<file path="config.mk">
export PLATFORM = sky130hd
export DESIGN_NAME = seg_scan_display
export DESIGN_NICKNAME = d
export VERILOG_FILES = /design/src/rtl/seg_scan_display.sv
export SDC_FILE = /design/constraint.sdc
export NUM_CORES = 1
export LEC_CHECK = 0
export CAP_MARGIN = 40
export CORE_MARGIN = 1
export CORE_UTILIZATION = 54
export CTS_CLUSTER_SIZE = 14
export DETAILED_ROUTE_END_ITERATION = 16
export PLACE_DENSITY = 0.8
export SETUP_SLACK_MARGIN = 0.2
export SKIP_CTS_REPAIR_TIMING = 1
export SLEW_MARGIN = 20
export SYNTH_ARGS = -nofsm -noshare
export SYNTH_HDL_FRONTEND = slang
export SYNTH_SLANG_ARGS = --single-unit
</file>
<file path="constraint.sdc">
create_clock -name clk -period 4.56 [get_ports clk]
set_input_delay 0.912 -clock clk [delete_from_list [all_inputs] [get_ports clk]]
set_output_delay 0.912 -clock clk [all_outputs]
set_load 0.005 [all_outputs]
</file>
<file path="src/rtl/seg_scan_display.sv">
// Four-digit multiplexed 7-segment scanner with shadowed inputs, per-digit blink and decimal points.
// Outputs are registered and change on the same edge as the scan index; zero extra latency.
module seg_scan_display #(
  parameter bit SEG_ACTIVE_LOW = 1'b1
) (
  input  logic        clk,
  input  logic        reset,
  input  logic        clk_display,
  input  logic        clk_blink,
  input  logic [15:0] digits,
  input  logic [3:0]  blink_mask,
  input  logic [3:0]  dp,
  output logic [3:0]  an,
  output logic [6:0]  seg,
  output logic        dp_out
);

  localparam logic [6:0] SEG_OFF = SEG_ACTIVE_LOW ? 7'h7F : 7'h00;
  localparam logic       DP_OFF  = SEG_ACTIVE_LOW ? 1'b1 : 1'b0;

  logic [1:0]  idx;
  logic [15:0] sh_digits;
  logic [3:0]  sh_mask;
  logic [3:0]  sh_dp;
  logic        blink_on;
  logic        live;

  logic [1:0]  idx_nxt;
  logic        wrap;
  logic [15:0] sh_digits_nxt;
  logic [3:0]  sh_mask_nxt;
  logic [3:0]  sh_dp_nxt;
  logic        blink_nxt;
  logic        live_nxt;
  logic [3:0]  nibble;
  logic [6:0]  seg_hi;
  logic        blank;
  logic [3:0]  an_nxt;
  logic [6:0]  seg_nxt;
  logic        dp_nxt;

  // Outputs are decoded from the post-edge state so they land on the tick's own edge.
  always_comb begin
    wrap          = clk_display && (idx == 2'd3);
    idx_nxt       = idx + 2'(clk_display);
    sh_digits_nxt = wrap ? digits : sh_digits;
    sh_mask_nxt   = wrap ? blink_mask : sh_mask;
    sh_dp_nxt     = wrap ? dp : sh_dp;
    blink_nxt     = blink_on ^ clk_blink;
    live_nxt      = live | clk_display;
    nibble        = sh_digits_nxt[{idx_nxt, 2'b00} +: 4];

    case (nibble)
      4'h0:    seg_hi = 7'h3F;
      4'h1:    seg_hi = 7'h06;
      4'h2:    seg_hi = 7'h5B;
      4'h3:    seg_hi = 7'h4F;
      4'h4:    seg_hi = 7'h66;
      4'h5:    seg_hi = 7'h6D;
      4'h6:    seg_hi = 7'h7D;
      4'h7:    seg_hi = 7'h07;
      4'h8:    seg_hi = 7'h7F;
      4'h9:    seg_hi = 7'h6F;
      4'hA:    seg_hi = 7'h40;
      default: seg_hi = 7'h00;
    endcase

    // Nothing is shown until the first scan tick after reset has loaded the shadows.
    blank = !live_nxt || (blink_nxt && sh_mask_nxt[idx_nxt]);

    if (blank) begin
      an_nxt  = 4'b1111;
      seg_nxt = SEG_OFF;
      dp_nxt  = DP_OFF;
    end else begin
      an_nxt  = ~(4'b0001 << idx_nxt);
      seg_nxt = SEG_ACTIVE_LOW ? ~seg_hi : seg_hi;
      dp_nxt  = SEG_ACTIVE_LOW ? ~sh_dp_nxt[idx_nxt] : sh_dp_nxt[idx_nxt];
    end
  end

  always_ff @(posedge clk) begin
    if (!reset) begin
      idx       <= 2'd3;
      sh_digits <= '0;
      sh_mask   <= '0;
      sh_dp     <= '0;
      blink_on  <= 1'b0;
      live      <= 1'b0;
      an        <= 4'b1111;
      seg       <= SEG_OFF;
      dp_out    <= DP_OFF;
    end else begin
      idx       <= idx_nxt;
      sh_digits <= sh_digits_nxt;
      sh_mask   <= sh_mask_nxt;
      sh_dp     <= sh_dp_nxt;
      blink_on  <= blink_nxt;
      live      <= live_nxt;
      an        <= an_nxt;
      seg       <= seg_nxt;
      dp_out    <= dp_nxt;
    end
  end

endmodule

</file>
==> results list <==
* Leak Pwr: 0.9447 nW
* Detailed Place HPWL: 2744 µm
- Final #Nets: approximately 260
- Number of buffers created by CTS: 5
- Setup repair after global routing missed its margin: no
* Final setup violation count: 0
- After detailed routing, the number of remaining DRC violations is 0.
- H-tree Lvls: 2
- Total iterations of the first detailed-routing run: 4
- At the worst endpoint, the required time is 4760 ps.
* Via count of the first global-routing pass: 1451
- For the worst flop-to-flop path, the logic depth is 7.
- Critical path peak fanout: 26
- Outcome: finished, final reports clean
- Drt wl/cell: 13.41 µm
* Synthesized area: 1938 µm²
* Routed vias/inst: 5.507
- Buffers placed on the I/O ports in this run total 39.
- The worst register-to-register path begins at idx[1]$_SDFF_PN1_.
- The first global-routing pass estimated 6223 µm of wire.
* Highest-count cells in the layout ignoring fill and taps: sky130_fd_sc_hd__nand2_1 (51), sky130_fd_sc_hd__dfxtp_1 (40), sky130_fd_sc_hd__clkdlybuf4s50_1 (39)
- The library cell used most frequently in the layout, excluding fill and tap cells, is sky130_fd_sc_hd__nand2_1.
- Along the worst hold path, the cell count comes to 2.
- The path class of the tightest hold or removal check is reg2reg.
* Rows: 21
- At the end of routability-driven placement, the weighted congestion stood at ~0.83.
- The die covers roughly 3800 µm².
- CP Launch Type: input port
- Data arrives at the worst endpoint at approximately 3600 ps.
- The initial utilization of the core area, before any placement, comes to 0.5718.
- The max-slew violation total from the final report came to 0.
- Source of the worst hold timing path: sh_mask[1]$_SDFF_PN0_
- The design draws 848.6 µW.
* Library cell occupying the most area in the post-synthesis netlist: sky130_fd_sc_hd__dfxtp_1
- Top area cells in the synthesized netlist: sky130_fd_sc_hd__dfxtp_1 (41%), sky130_fd_sc_hd__nand2_1 (9.9%), sky130_fd_sc_hd__a21boi_0 (9.7%)
- The repair_antennas step left the layout with diodes totalling 0.
- The detail route stage leaves a number of antenna-violating nets equal to 0.
- Worst hold slack: 471.1 ps
- Worst-Margin Slew: 752.7 ps
- TritonCTS built the clock tree.
* Vertical die dimension: 61.91 µm
- Routed Wire Length: 3673 µm
- Compared with the post-synthesis result, the final layout area differs by 23.95%.
* Summed negative setup slack over all endpoints: 0 ps
* Synth top area share: 0.4132
- Unique cell type count in the Yosys netlist: 33
* Die W: just over 60 µm
* Max-cap viol count: 0
* Boundary Pins: 40
- Placed cell count: 267
- When the netlist entered floorplanning its net count stood at 224.
* Core footprint: 3390 µm²
* Maximum number of pins on one net before global-route repair: 29
- Yosys printed 0 warnings.
* Clock insertion delay at the later pin of the skew report: 340 ps
- After clock tree synthesis, the clock-pin slew on the worst setup and hold paths is around 110 ps.
- Final core area utilization: 0.7087
- Share of the clock period used by the worst path: 0.7464
- STA classifies the critical path endpoint as a flip-flop.
- Clock net sink count: 40
- The number of antenna violations at the first check in global routing was 0.
- Share of post-route cells with drive strength above 1: 0.1096
- Final worst path period need: 3404 ps
* Number of violations reported at the end of detailed-routing iteration 0: 63
- For this run, the number of standard cells in the final layout without fillers is 274.
* Clock tree buffer depth: 2
- Kind of critical path: in2reg
- For this run, the total global-route usage over all layers was measured as 0.2282.
- Power density of the placed cells: roughly 350 nW/µm²
* Total via count after detailed routing: 1509
- Mapped Cells: 190
- Flip-flop and latch count after synthesis: 40
- The cell sitting at the root of the clock tree is a sky130_fd_sc_hd__clkbuf_4.
- The most critical setup path has its startpoint at clk_display.
- VDD sags by at most 193.2 µV.
* Seq/Total Area, Yosys: 0.4132
* Average instance area after synthesis: 10.20 µm²
- For the final database, setup skew stands at 9.042 ps.
* Max Clk Rate: 0.2938 GHz
- GRT overflow: 0
* Number of endpoints with negative hold slack in the final report: 0
- Max-slew headroom: 0.4966
[cell usage after synthesis (all sizes together)]
library cell	number
a21boi	25
a21oi	1
a31o	1
a32oi	5
and2	1
and3	2
and3b	1
buf	5
clkbuf	6
dfxtp	40
ha	6
inv	5
mux2	3
mux2i	8
mux4	11
nand2	51
nand2b	1
nand3	3
nor2	5
nor3	1
nor4	1
o21ai	3
or3	1
xnor2	2
xor2	2
[logic make-up after synthesis]
| logic type | count (synthesis) | synth area share |
|---|---|---|
| compound gates | 35 | 0.1343 |
| buf+inv | 16 | 0.03679 |
| fa+ha+maj | 6 | 0.03873 |
| simple gates | 67 | 0.1485 |
| xor+xnor | 4 | 0.02195 |
| mux | 22 | 0.2066 |
| flops | 40 | 0.4132 |
[layout make-up]
| cell class | count | area, µm² |
|---|---|---|
| clock inverters | 1 | 5.005 |
| flip-flops and latches | 40 | 800.8 |
| inverters | 5 | 18.77 |
| multi-input cells | 134 | 1066 |
| fillers | 253 | 987.2 |
| clock buffers | 6 | 41.29 |
| well taps | 46 | 57.56 |
| repair buffers | 42 | 412.9 |
[metrics by stage]
stage | area (µm²) | setup slack (ps)
floorplan | 1938 | 1571
detailed placement | 2356 | 770.0
CTS | 2402 | 1142
global route | 2402 | 829.8
global placement | 2356 | 875.5
finish | 2402 | 1156
[flip-flops by register name, indices dropped and copies added, names as in the netlist]
register,count
an,4
blink_on,1
dp_out,1
idx,2
live,1
seg,7
sh_digits,16
sh_dp,4
sh_mask,4
[path summary, 6_finish.rpt]
path                                 to  slack (ps)
hold / removal    sh_mask[1]$_SDFF_PN0_         470
setup / recovery      seg[3]$_SDFF_PP1_        1160
hold reg to reg   sh_mask[1]$_SDFF_PN0_         470
setup reg to reg      seg[3]$_SDFF_PP1_        1800
[per-layer routing]
layer  vias up  share of wire  global-route usage
met2        37           0.53              0.3994
li1        742              -                   -
met3        10          0.034             0.06211
met4         0          0.023              0.1143
met5         -              0                   0
met1       720           0.41              0.2552
[where the power goes]
group          switching, mW  internal (mW)
Clock                  0.105         0.0568
Combinational          0.131          0.153
Sequential            0.0148          0.387
[worst max-delay path, cell delays in order]
cell and delay (ps):
sky130_fd_sc_hd__clkdlybuf4s50_1 530, sky130_fd_sc_hd__nand3_2 490, sky130_fd_sc_hd__mux4_2 640, sky130_fd_sc_hd__mux2i_1 370, sky130_fd_sc_hd__inv_1 120, sky130_fd_sc_hd__ha_1 220, sky130_fd_sc_hd__mux2i_1 180, sky130_fd_sc_hd__a32oi_1 120
No activity file was read; power rests on OpenSTA's default activity.
